[src/rtl/flag_evt_pkg.sv]
// flag_evt_pkg
//   Shared types and defaults for the flag event queue.
//   evt_state_t  : queue occupancy state (IDLE / PEND / FULL)
//   CNT_W_DEF    : default pending-counter width
//   TMO_CYC_DEF  : default watchdog timeout in cycles
package flag_evt_pkg;

   typedef enum logic [1:0] {
      IDLE = 2'd0,
      PEND = 2'd1,
      FULL = 2'd2
   } evt_state_t;

   localparam int CNT_W_DEF   = 4;
   localparam int TMO_CYC_DEF = 255;

endpackage

[src/rtl/flag_evt_tmo.sv]
// flag_evt_tmo
//   Watchdog for a stalled evt_valid/evt_ready handshake. A down-counter is
//   armed with TMO_CYC and decrements every cycle the event is offered but not
//   taken; at terminal count tmo pulses for one cycle and the counter re-arms.
//   Any acceptance or an empty queue re-arms the counter. Observes only; it
//   never touches queue state.
// Ports:
//   clk        in   clock
//   rst_n      in   asynchronous active-low reset
//   evt_valid  in   queue is offering an event
//   evt_ready  in   consumer ready
//   tmo        out  one-cycle timeout pulse (registered)
module flag_evt_tmo #(
   parameter int TMO_CYC = 255
) (
   input  logic clk,
   input  logic rst_n,
   input  logic evt_valid,
   input  logic evt_ready,
   output logic tmo
);

   localparam int TMO_W = $clog2(TMO_CYC + 1);
   localparam logic [TMO_W-1:0] TMO_LOAD = TMO_W'(TMO_CYC);

   logic [TMO_W-1:0] remain;

   always_ff @(posedge clk or negedge rst_n) begin
      if (!rst_n) begin
         remain <= TMO_LOAD;
         tmo    <= 1'b0;
      end else begin
         tmo <= 1'b0;
         if (evt_valid && !evt_ready) begin
            if (remain == TMO_W'(1)) begin
               tmo    <= 1'b1;
               remain <= TMO_LOAD;
            end else begin
               remain <= remain - TMO_W'(1);
            end
         end else begin
            remain <= TMO_LOAD;
         end
      end
   end

endmodule

[src/rtl/flag_evt_queue.sv]
// flag_evt_queue
//   Destination-domain consumer of single-cycle flag pulses. Pending events are
//   counted (saturating at 2^CNT_W-1) and offered one at a time on a
//   valid/ready handshake. A pulse arriving while full is dropped and latched
//   in the sticky ovf flag.
//   Optional watchdog enabled by macro FLAG_EVT_TIMEOUT_EN.
// Ports:
//   clk        in   destination clock
//   rst_n      in   asynchronous active-low reset
//   flag_i     in   one-cycle event pulse
//   evt_valid  out  at least one event pending (registered)
//   evt_ready  in   consumer accepts one event when high with evt_valid
//   pending    out  pending event count (registered)
//   ovf        out  sticky overflow
//   ovf_clr    in   clears ovf (a coincident overflow wins)
//   tmo        out  watchdog timeout pulse (0 without FLAG_EVT_TIMEOUT_EN)
//
// state | meaning
// ------+---------------------------------------------
// IDLE  | no event pending, evt_valid low
// PEND  | 1 .. max-1 events pending
// FULL  | counter at max; an unmatched flag_i is dropped
module flag_evt_queue
   import flag_evt_pkg::*;
#(
   parameter int CNT_W   = CNT_W_DEF,
   parameter int TMO_CYC = TMO_CYC_DEF
) (
   input  logic             clk,
   input  logic             rst_n,
   input  logic             flag_i,
   output logic             evt_valid,
   input  logic             evt_ready,
   output logic [CNT_W-1:0] pending,
   output logic             ovf,
   input  logic             ovf_clr,
   output logic             tmo
);

   localparam logic [CNT_W-1:0] PEND_MAX = '1;

   evt_state_t       state;
   evt_state_t       state_nxt;
   logic [CNT_W-1:0] pend_nxt;
   logic             acc;
   logic             drop;

   assign acc  = evt_valid & evt_ready;
   // Only an unmatched pulse at max is lost; with an acceptance the count
   // simply holds.
   assign drop = flag_i & ~acc & (pending == PEND_MAX);

   always_comb begin
      pend_nxt = pending;
      if (flag_i && !acc && !drop)
         pend_nxt = pending + CNT_W'(1);
      else if (!flag_i && acc)
         pend_nxt = pending - CNT_W'(1);
   end

   always_comb begin
      state_nxt = state;
      case (state)
         IDLE: if (flag_i) state_nxt = (pend_nxt == PEND_MAX) ? FULL : PEND;
         PEND: begin
            if (pend_nxt == PEND_MAX)
               state_nxt = FULL;
            else if (pend_nxt == '0)
               state_nxt = IDLE;
         end
         FULL: if (acc && !flag_i) state_nxt = (pend_nxt == '0) ? IDLE : PEND;
         default: state_nxt = IDLE;
      endcase
   end

   always_ff @(posedge clk or negedge rst_n) begin
      if (!rst_n) begin
         state     <= IDLE;
         pending   <= '0;
         evt_valid <= 1'b0;
         ovf       <= 1'b0;
      end else begin
         state     <= state_nxt;
         pending   <= pend_nxt;
         evt_valid <= (state_nxt != IDLE);
         if (drop)
            ovf <= 1'b1;
         else if (ovf_clr)
            ovf <= 1'b0;
      end
   end

`ifdef FLAG_EVT_TIMEOUT_EN
   flag_evt_tmo #(
      .TMO_CYC (TMO_CYC)
   ) u_tmo (
      .clk       (clk),
      .rst_n     (rst_n),
      .evt_valid (evt_valid),
      .evt_ready (evt_ready),
      .tmo       (tmo)
   );
`else
   // Timeout length is accepted but has no effect in this build.
   logic [31:0] unused_tmo_cyc;
   assign unused_tmo_cyc = TMO_CYC;
   assign tmo = 1'b0;
`endif

endmodule

[config.mk]
export PLATFORM = sky130hd
export DESIGN_NAME = flag_evt_queue
export DESIGN_NICKNAME = d
export VERILOG_FILES = /design/src/rtl/flag_evt_pkg.sv /design/src/rtl/flag_evt_tmo.sv /design/src/rtl/flag_evt_queue.sv
export SDC_FILE = /design/constraint.sdc
export NUM_CORES = 1
export LEC_CHECK = 0
export CAP_MARGIN = 5
export CORE_MARGIN = 1
export CORE_UTILIZATION = 42
export DETAILED_ROUTE_END_ITERATION = 12
export PLACE_DENSITY = 0.71
export SYNTH_ARGS = -nofsm -noshare
export SYNTH_HDL_FRONTEND = slang
export SYNTH_SLANG_ARGS = --single-unit
[constraint.sdc]
create_clock -name clk -period 1.9 [get_ports clk]
set_clock_uncertainty 0.05 [all_clocks]
set_input_delay 0.38 -clock clk [delete_from_list [all_inputs] [get_ports clk]]
set_output_delay 0.38 -clock clk [all_outputs]
set_load 0.05 [all_outputs]
# Yosys cells after proc, flatten, opt, wreduce, memory -nomap -nowiden
# Cells that the tools add are included.
op_classes:
  add_sub_neg: 2
  n_reduce_logical: 10
  eq_ne: 4
  bitwise_logic: 4
  n_mux: 11
ops:
  columns: ["operator", "count"]
  rows:
  - ["2-bit 2-to-1 mux", 5]
  - ["4-bit == test, second input constant", 2]
  - ["4-bit 2-to-1 mux", 2]
  - ["2-bit case mux with 3 select lines", 1]
  - ["4-bit by 1-bit adder with 4-bit output, second input constant", 1]
  - ["4-bit zero test", 1]
  - ["2-bit nonzero test", 2]
  - ["4-bit by 1-bit subtractor with 4-bit output, second input constant", 1]
  - ["1-bit bitwise AND", 3]
  - ["1-bit logical AND", 3]
  - ["1-bit zero test", 3]
  - ["1-bit 2-to-1 mux", 3]
  - ["2-bit by 1-bit == test with 1-bit output, second input constant", 1]
  - ["2-bit == test, second input constant", 1]
  - ["2-bit zero test", 1]
  - ["1-bit inverter", 1]
word_totals:
  output_inout_bits: 7
  inputBits: 5
  register_bits: 8
  elab_cells: 35

# Depth between registers and ports, before layout
depth:
  depth_word: 12
  ltp_mapped: 7
  depth_no_buf: 7

# Least setup slack after synthesis
# OpenSTA, ideal clock, no wires.
synth_path:
  kind: "flip-flop to flip-flop"
  start: "register pending[0]"
  end: "register evt_valid"
  slack_ns: -0.292
  required_ns: 1.715
  arrival_ns: 2.007
  synth_period_minus_slack_ns: 2.192
  stages_incl_launch_ff: 8
  setup_ns: 0.135
  path_buffers: 0
  cell_sequence: "dfrtp_1 > inv_1 > ha_1 > nand2b_1 > o32ai_1 > a31oi_1 > nor4b_2 > o22ai_1"
synth_via:
  elab_chain_cells: 10
  word_cells_on_any_way: 18
  cone_classes: "add/sub (2); eq/ne (2); mux (9); bitwise (1); reduce/logical (4)"
synth_rtl:
  columns: ["element", "line", "source"]
  rows:
  - ["start, declared", "flag_evt_queue.sv:34", "output logic [CNT_W-1:0] pending,"]
  - ["start signal, assigned", "flag_evt_queue.sv:84", "pending <= pend_nxt;"]
  - ["parallel branches: the longest is 4 deep, another holds 4-bit by 1-bit subtractor with 4-bit output", null, null]
  - ["4-bit 2-to-1 mux (*)", "flag_evt_queue.sv:55", "if (flag_i && !acc && !drop)"]
  - ["4-bit == test or 4-bit zero test (tied branches)", null, null]
  - ["2-bit 2-to-1 mux, or another cell as far along", "flag_evt_queue.sv:64", "IDLE: if (flag_i) state_nxt = (pend_nxt == PEND_MAX) ? FULL : PEND;"]
  - ["2-bit 2-to-1 mux (on tied branches)", "flag_evt_queue.sv:64, flag_evt_queue.sv:66, flag_evt_queue.sv:71", null]
  - ["2-bit case mux with 3 select lines (*)", "flag_evt_queue.sv:63", "case (state)"]
  - ["2-bit nonzero test (*)", "flag_evt_queue.sv:85", "evt_valid <= (state_nxt != IDLE);"]
  - ["end signal, assigned", "flag_evt_queue.sv:85", null]
  - ["end, declared", "flag_evt_queue.sv:32", "output logic evt_valid,"]
# Mark *: on every way between the ends.
# A chain may end at the register's enable or synchronous reset.

# Worst setup path after layout
layout_path:
  start: "register pending[0]"
  end: "register state[0]"
layout_via:
  elab_chain_cells: 9
  word_cells_on_any_way: 17
  cone_classes: "add/sub (2); eq/ne (2); mux (9); bitwise (1); reduce/logical (3)"
layout_rtl:
  columns: ["element", "line", "source"]
  rows:
  - ["parallel branches: the longest is 4 deep, another holds 4-bit by 1-bit subtractor with 4-bit output", null, null]
  - ["4-bit 2-to-1 mux (*)", "flag_evt_queue.sv:55", null]
  - ["net pend_nxt[1]", "flag_evt_queue.sv:44", "logic [CNT_W-1:0] pend_nxt;"]
  - ["4-bit == test or 4-bit zero test (tied branches)", null, null]
  - ["2-bit 2-to-1 mux, or another cell as far along", "flag_evt_queue.sv:64", null]
  - ["2-bit 2-to-1 mux (on tied branches)", "flag_evt_queue.sv:64, flag_evt_queue.sv:66, flag_evt_queue.sv:71", null]
  - ["2-bit case mux with 3 select lines (*)", "flag_evt_queue.sv:63", null]
  - ["net state_nxt[0]", "flag_evt_queue.sv:43", "evt_state_t state_nxt;"]
  - ["end signal, assigned", "flag_evt_queue.sv:83", "state <= state_nxt;"]
  - ["end, declared", "flag_evt_queue.sv:42", "evt_state_t state;"]
# Mark *: on every way through the listed nets, which the timed path passes.

==> results.json <==
{
  "arrival_ns": 2.04,
  "async_reset_ff_share_pct": 100.0,
  "finalSetupViolCount": 1,
  "maxClockFrequency_mhz": 522.1,
  "cts_root_buffer": "clkbuf_4",
  "cp-end-kind": "flip-flop",
  "cts.sinks": 8,
  "cts_buffer_depth": 2,
  "synth_cells": 52,
  "drt_iter0_drc": 12,
  "p_seq_share_pct": 22.6,
  "ys.flop_type": "dfrtp_1",
  "start_kind": "flip-flop",
  "synth_edf_count": 0,
  "synth_compound_area_share_pct": 29.61,
  "grt_first_pass_wirelength_um": 2339,
  "busiest_layer": "met2",
  "fin_ws_ns": -0.01519,
  "io_buffers": 10,
  "ioPinCount": 12,
  "cap_violations": 0,
  "core_area_sq_um": 1156,
  "synth_top_area_cell": "dfrtp_1",
  "worstPathCellList": "ha_4 -> nand3_1 -> buf_4 -> a221oi_2 -> a31oi_2 -> and4_4 -> o31ai_2",
  "wire_per_inst_um": 17.24,
  "grtUsageTotal_pct": 24.88,
  "critPathMaxStageDelay_ns": 0.48,
  "grt-ovfl-total": 0,
  "met3_usage_pct": 6.977,
  "power_frac_comb_pct": 69.4,
  "htree_levels": 1,
  "ant_nets": 0,
  "path_clk_slew_ns": 0.06,
  "fin_util_pct": 76.73,
  "hp-class": "in2async",
  "reg2reg_depth": 7,
  "die-area_sq_um": 1457,
  "syn-cell-area_sq_um": 549.3,
  "via_per_inst": 5.689,
  "avgSynthCellArea_sq_um": 10.56,
  "timing.hold.ws_ns": 0.3431,
  "fin_crit_sh_pct": 100.8,
  "fp.dieH_um": 38.17,
  "use_met2_pct": 39.41,
  "first_pass_iters": 4,
  "area_delta_synth_final_pct": 61.50,
  "critPathMaxFanout": 6,
  "synth-simple-area-share_pct": 19.36,
  "synth-xor-area-share_pct": 4.556,
  "cts_buffers": 3,
  "grt_max_degree": 9,
  "syn_nets": 59,
  "row_count": 12,
  "violations": "negative setup slack",
  "dpl.hpwl_um": 1045,
  "maxSlewViolCount": 0,
  "drive_gt1_share_pct": 59.21,
  "fin_crit_ns": 1.915,
  "switching_power_mw": 0.9076,
  "synth_mux_area_share_pct": 0,
  "cp.required_ns": 2.02,
  "diodes": 0,
  "ys_ff_latch": 8,
  "clk-insertion-delay-late_ns": 0.26,
  "drc": 0,
  "power.static_leakage_nw": 0.3513,
  "ys_top_cells_by_area": "dfrtp_1, a32oi_4, ha_1, inv_1, o22ai_1",
  "p_per_area_nw_per_um2": 2054,
  "final_hold_viol_count": 0,
  "rsz0062_at_grt": "yes",
  "grt_pass1_vias": 504,
  "rr_startpoint": "pending[0]$_DFF_PN0_",
  "synth_top_cell_area_share_pct": 36.45,
  "placed_cells": 84,
  "start_util_pct": 47.51,
  "gp_congestion": 0.8127,
  "cp_slowest_cell": "dfrtp_4",
  "fin_cells": 90,
  "die_w_um": 38.17,
  "cts_tree": "built",
  "pwr-share-clk_pct": 8.0,
  "outcome": "complete, but fails checks",
  "yosysWarningCount": 0,
  "ir_drop_mv": 1.282,
  "postPlaceCellArea_sq_um": 770.7,
  "internal_power_mw": 0.9143,
  "vias": 512,
  "r2r-end": "state[0]$_DFF_PN0_",
  "antenna_found_initial": 0,
  "switching_share_pct": 49.82,
  "synth_top_family_by_area": "compound AO/OA/AOI/OAI gates",
  "yosysSeqAreaShare_pct": 36.45,
  "hold_buffers": 0,
  "use_met1_pct": 32.46,
  "num-nets-final": 84,
  "wirelength_um": 1552,
  "reg2reg_slack_ns": -0.02,
  "criticalPathCategory": "reg2reg",
  "final_cell_area_sq_um": 887.1,
  "synth_fa_ha_area_share_pct": 4.556,
  "synth.distinct_cells": 34
}
==> repair_timing <==
item,CTS,global route
resized for setup,11,3
setup endpoints to repair,2,2
buffers inserted,2,0
pin swaps,5,2
==> logic make-up after synthesis <==
family / Yosys count
other: 1
adders and majority gates: 2
buffers and inverters: 6
xor gates and xnor gates: 2
and+or+nand+nor: 15
AOI/OAI and AO/OA: 18
DFF: 8
==> critical path, delay by kind of cell (launching register included) <==
family                   cells  cell delay [ns]
AO/OA/AOI/OAI                3             0.57
AND/OR/NAND/NOR              2             0.35
buffers and inverters        1             0.19
adder cells (fa/ha/maj)      1             0.18
flip-flops                   1             0.48
==> layout by cell type, fill, tap and decap left out, types with 2 or more instances in the layout <==
master	netlist	final
a31oi_2	0	2
buf_4	1	16
clkbuf_4	0	3
clkdlybuf4s50_1	0	2
dfrtp_1	8	5
dfrtp_2	0	2
dlygate4sd2_1	0	2
ha_4	0	2
inv_1	5	3
nand2_1	2	2
o22ai_1	3	3
==> per-layer routing <==
| metal | share of wire, % | up-vias |
|---|---|---|
| met5 | 0 | - |
| met2 | 48 | 11 |
| li1 | - | 253 |
| met4 | 1.2 | 0 |
| met1 | 47 | 244 |
| met3 | 3.0 | 4 |
==> power by group through the flow <==
stage / logic (mW) / clock network (mW) / registers [mW]
2_1_floorplan: 0.519 / 0 / 0.578
3_3_place_gp: 1.04 / 0 / 0.392
3_5_place_dp: 1.05 / 0 / 0.399
4_1_cts: 1.22 / 0.146 / 0.404
5_1_grt: 1.33 / 0.156 / 0.423
6_report: 1.26 / 0.145 / 0.412
==> synth_stat cells, types with 2 or more instances <==
| library cell | instances |
|---|---|
| o22ai_1 | 3 |
| a31oi_1 | 2 |
| nand2_1 | 2 |
| dfrtp_1 | 8 |
| inv_1 | 5 |
| a221oi_1 | 2 |
| ha_1 | 2 |
| nand2b_1 | 2 |
==> layout make-up <==
cell class	count	area, sq um
clock buffers	4	26.28
fillers	69	269.0
inverters	5	21.27
multi-input cells	38	446.7
flip-flops and latches	8	206.4
well taps	14	17.52
repair buffers	21	168.9
==> metrics by stage <==
| step | setup TNS, ns | power, mW | worst slack [ns] |
|---|---|---|---|
| after global placement | -0.8817 | 1.431 | -0.3241 |
| final | -0.01519 | 1.822 | -0.01519 |
| after global routing | -0.1232 | 1.913 | -0.08408 |
| after CTS | 0 | 1.771 | 0.003735 |
| after detailed placement | -1.064 | 1.452 | -0.3991 |
| after floorplan | -0.08108 | 1.097 | -0.04996 |
==> registers in the layout (all words and copies together) (netlist names) <==
signal     count
pending        4
ovf            1
state          2
evt_valid      1
==> how the worst max path moves through the flow <==
| stage | from | endpoint | slack [ns] |
|---|---|---|---|
| floorplan | pending[0]$_DFF_PN0_ | evt_valid$_DFF_PN0_ | -0.05 |
| detailed placement | flag_i | evt_valid$_DFF_PN0_ | -0.40 |
| global placement | flag_i | evt_valid$_DFF_PN0_ | -0.32 |
| CTS | pending[0]$_DFF_PN0_ | state[0]$_DFF_PN0_ | 0.004 |
| global route | pending[0]$_DFF_PN0_ | state[0]$_DFF_PN0_ | -0.08 |
| finish | pending[0]$_DFF_PN0_ | state[0]$_DFF_PN0_ | -0.02 |
(Power assumes the default switching activity.)
==> patch 1: new RTL, same flow settings <==
Add a define of `FLAG_EVT_TIMEOUT_EN`.
--- a/src/rtl/flag_evt_queue.sv
+++ b/src/rtl/flag_evt_queue.sv
@@ -20,6 +20,8 @@
 // IDLE  | no event pending, evt_valid low
 // PEND  | 1 .. max-1 events pending
 // FULL  | counter at max; an unmatched flag_i is dropped
+`define FLAG_EVT_TIMEOUT_EN
+
 module flag_evt_queue
    import flag_evt_pkg::*;
 #(
Check against the original RTL: same outputs for any inputs over 10 cycles, from zero or initial values and one cycle with rst_n low; that may be too few to reach the edited logic, so the function may still have changed.
==> patch 1 against the original RTL <==
- the run still ends with setup timing left
- die area grew 74%
- routed wire length grew 51%
- final area grew 58%
- sequential power grew 62%
- synthesized area grew 79%
- via count grew 71%
- setup slack lost 110 ps
- power grew 20%
- global-route usage shrank 4.0 points
- sequential cell count grew 9
- clock power grew 36%
- combinational power grew 5%
==> patch 1: results (changes against the original RTL) <==
Parameter                              Value

Power and ir drop
  Pleak    0.598 nW (+70%)
  Worst ir drop on vdd    0.858 mV (-33%)

Cells and area
  Largest regs    u_tmo.remain (8), pending (4), state (2)
  Proportion of layout cells with a drive suffix above 1    0.500 (-0.0921)
  Layout net count    140 (+67%)
  Count of placed standard cells in the final layout, fillers left out    158 (+76%)

Detailed routing
  Drt initial violations    18 (+6)
  Drt total wl    2.34 mm (+51%)

Timing
  Count of final setup violators    3 (+2)
  Crit path setup slack, layout    -121 ps (-106 ps)
  Final-layout worst hold slack    355 ps (+11.7 ps)
  Setup Total Neg Slack    -301 ps (-285 ps)

Yosys
  Most common library cells after synthesis    9 x dfrtp_1, 8 x dfstp_2, 7 x inv_1, 7 x nand2_1, 6 x nor2_1
  Average cell area after synthesis    9.82 sq um (-7.0%)
  Largest cells by area after synthesis    dfrtp_1 23%, dfstp_2 21%, ha_1 5.1%, inv_1 2.7%, nand2_1 2.7%
  Post-synthesis sequential area ratio    0.443 (+0.0788)
  Number of distinct library cells after synthesis    38 (+12%)
  Post-Syn Nets    109 (+85%)

Clock network
  Clock network latency to the later pin of the worst-skew pair    290 ps (+30 ps)
  Clock-pin slew on the worst setup and hold paths    100 ps (+40 ps)
  Post-CTS setup buffer count    9 (+7)
  CTS-repair resized insts    16 (+5)

Global route
  Vias in the first global route    866 (+72%)
  Wire length of the first global-routing pass    3.97 mm (+70%)
  Global-route usage over all layers    0.209 (-0.0401)
  Largest net degree at the start of global routing    18 (+9)

Placed design
  Area after detailed placement    0.00120 sq mm (+55%)
  Worst setup timing slack at the placement stage    -464 ps (-64.8 ps)
  Final RePlAce weighted congestion    0.845 (+4.0%)

Setup path
  Number of cell instances on the worst register-to-register path    9 (+2)
  Signal arrival time at the worst endpoint    2150 ps (+110 ps)
  CP max FO    5 (-1)

Outcome
  Failing checks    setup timing
  Result of the run    finished, violations left
-- patch 1: cell count changes in the layout (fill, tap and decap cells not counted), moves of 5 or more --
cell | before | now
dfstp_2 | 0 | 8
buf_4 | 16 | 22
nand2_1 | 2 | 7
nor2_1 | 1 | 6
-- patch 1: worst max-delay path: stages (launching register included) --
cell and delay [ps]:
dfrtp_2 470, buf_6 130, inv_2 50, ha_4 100
and4b_2 260, a311oi_2 60, o21bai_4 230, nor4_4 280
and2_4 210, o22ai_2 70
-- patch 1: routing by layer --
layer | wire (microns) | GRT usage | vias up
li1 | - | - | 419
met1 | 1110 | 0.289 | 440
met2 | 1150 | 0.331 | 15
met3 | 81 | 0.0455 | 0
met4 | 0 | 0.0509 | 0
met5 | 0 | 0 | -
-- patch 1: power groups by stage --
stage	logic (mW)	clock network (mW)	registers, mW
after detailed placement	0.930	0	0.672
final	1.32	0.197	0.666
after global placement	0.908	0	0.666
after floorplan	0.530	0	0.802
after CTS	1.24	0.201	0.659
after global routing	1.41	0.214	0.689
-- patch 1: kinds of logic after synthesis --
kind of cell               synth area share
xor gates and xnor gates             0.0268
muxes                                0.0204
adders and majority gates            0.0510
and+or+nand+nor                       0.229
AOI/OAI and AO/OA                     0.168
DFF                                   0.443
buffers and inverters                0.0611
-- patch 1: worst max path at each step --
stage | from | endpoint | cells after the start
finish | pending[1] | state[0] | 9
CTS | pending[1] | state[0] | 7
global placement | flag_i | state[0] | 7
floorplan | pending[0] | evt_valid | 7
detailed placement | flag_i | state[0] | 7
global route | pending[1] | state[1] | 8
-- patch 1: cell type report --
type / count / area, sq um
fill: 170 / 815
inverter: 7 / 28.8
clock inverter: 1 / 5.00
tap: 28 / 35.0
sequential: 17 / 442
multi-input combinational: 72 / 617
clock buffer: 3 / 22.5
timing repair buffer: 30 / 248
==> patch 2: new RTL, same flow settings <==
Made on the original files. Make the reset (`rst_n`) synchronous in one clocked block. Comments in the files are not updated.
--- a/src/rtl/flag_evt_queue.sv
+++ b/src/rtl/flag_evt_queue.sv
@@ -73,7 +73,7 @@
       endcase
    end
 
-   always_ff @(posedge clk or negedge rst_n) begin
+   always_ff @(posedge clk) begin
       if (!rst_n) begin
          state     <= IDLE;
          pending   <= '0;
Function: differs if rst_n is asserted again (counterexample within 4 cycles, from zero or initial values and one cycle with rst_n low); with rst_n held inactive, the same outputs for 10 cycles.
==> patch 2 against the original RTL <==
- sequential share of layout area fell by 3.5 points
- synthesized area grew 0.91%
- worst hold slack improved by 110 ps
- setup slack improved by 72 ps
- sequential cell count stayed put
- final area is 2.1% lower
- final cell count grew 13%
- routed wire length down 1.9%
Power is not compared: it rests on default switching activity, and its combinational part moved more than twofold at a synthesized area within 25%.
==> patch 2: results (changes against the original RTL) <==
Parameter                              Value

Cells and area
  Total of fill cells in the finished design    89 (+29%)
  Proportion of layout cells with a drive suffix above 1    0.523 (-0.0694)
  Layout net count    97 (+15%)

Setup path
  Worst R2R Setup Slack    60 ps (+70 ps)
  Number of cell instances on the worst register-to-register path    6 (-1)
  Signal arrival time at the worst endpoint    1940 ps (-100 ps)
  Worst reg2reg path startpoint    pending[0]
  Worst-path cell with the longest stage delay    or4_4

Yosys
  Post-synthesis sequential area ratio    0.289 (-0.0755)
  Largest cells by area after synthesis    dfxtp_1 29%, ha_1 4.5%, nor3_1 2.7%, o21ai_0 2.7%, a2111oi_2 2.7%
  Average cell area after synthesis    8.80 sq um (-17%)
  Primary FF master, synth    dfxtp_1
  Most common library cells after synthesis    8 x dfxtp_1, 3 x nand2_1, 3 x nor3_1, 3 x o21ai_0

Timing
  Crit path setup slack, layout    56.5 ps (+71.7 ps)
  Hold Violations, Final    0 (unchanged)

Global route
  Largest net degree at the start of global routing    10 (+1)
  Wire length of the first global-routing pass    2.31 mm (-1.2%)
  Global-route usage over all layers    0.234 (-0.0152)

Detailed routing
  Drt total wl    1.52 mm (-1.9%)
  Drt initial violations    18 (+6)

Hold path
  Kind of path behind the tightest hold check    flip-flop to flip-flop

Placed design
  Worst setup timing slack at the placement stage    -441 ps (-41.5 ps)
  Final RePlAce weighted congestion    0.787 (-3.2%)
  Cells after DPL    93 (+11%)

Power and ir drop
  Power of the sequential group    0.216 mW

Outcome
  Result of the run    completed
## patch 2: worst max-delay path, delay by kind of cell, from the launching register on
family / cells / cell delay (ps)
compound gates: 2 / 410
fa+ha+maj: 1 / 130
flops: 1 / 360
simple gates: 3 / 760
## patch 2: cell type report
cell class	instances	share of cell area
Sequential cell	8	0.197
Clock buffer	3	0.0259
Inverter	2	0.00865
Timing Repair Buffer	25	0.228
Tap cell	14	0.0202
Multi-Input combinational cell	50	0.520
## patch 2: timing repair
item / CTS / global route
resized for setup: 7 / 9
hold buffers: 0 / 0
endpoints found under the setup margin: 4 / 3
setup buffers: 6 / 0
pin swaps: 5 / 2
## patch 2: metal layers
layer | part of all wire | up-vias | global-route usage
met3 | 0.029 | 2 | 0.0872
li1 | - | 294 | -
met5 | 0 | - | 0
met2 | 0.50 | 8 | 0.390
met4 | 0.0059 | 0 | 0.0536
met1 | 0.46 | 300 | 0.280
## patch 2: cells by family (layout without fill, tap and decap cells)
| kind of cell | after synthesis | after routing | share of synthesized area |
|---|---|---|---|
| and+or+nand+nor | 30 | 30 | 0.372 |
| DFF | 8 | 8 | 0.289 |
| xor gates and xnor gates | 1 | 1 | 0.0158 |
| buffers and inverters | 5 | 30 | 0.0564 |
| adders and majority gates | 2 | 2 | 0.0451 |
| AOI/OAI and AO/OA | 16 | 16 | 0.214 |
| other | 1 | 1 | 0.00677 |
## patch 2: per-stage QoR
| stage | instance area (sq um) | util | hold WS (ps) | power [mW] |
|---|---|---|---|---|
| after global routing | 868 | 0.741 | 488 | 0.729 |
| after global placement | 739 | 0.631 | 418 | 0.484 |
| after floorplan | 597 | - | 452 | 0.416 |
| after CTS | 823 | 0.703 | 451 | 0.656 |
| final | 868 | 0.741 | 450 | 0.693 |
| after detailed placement | 739 | 0.631 | 442 | 0.488 |
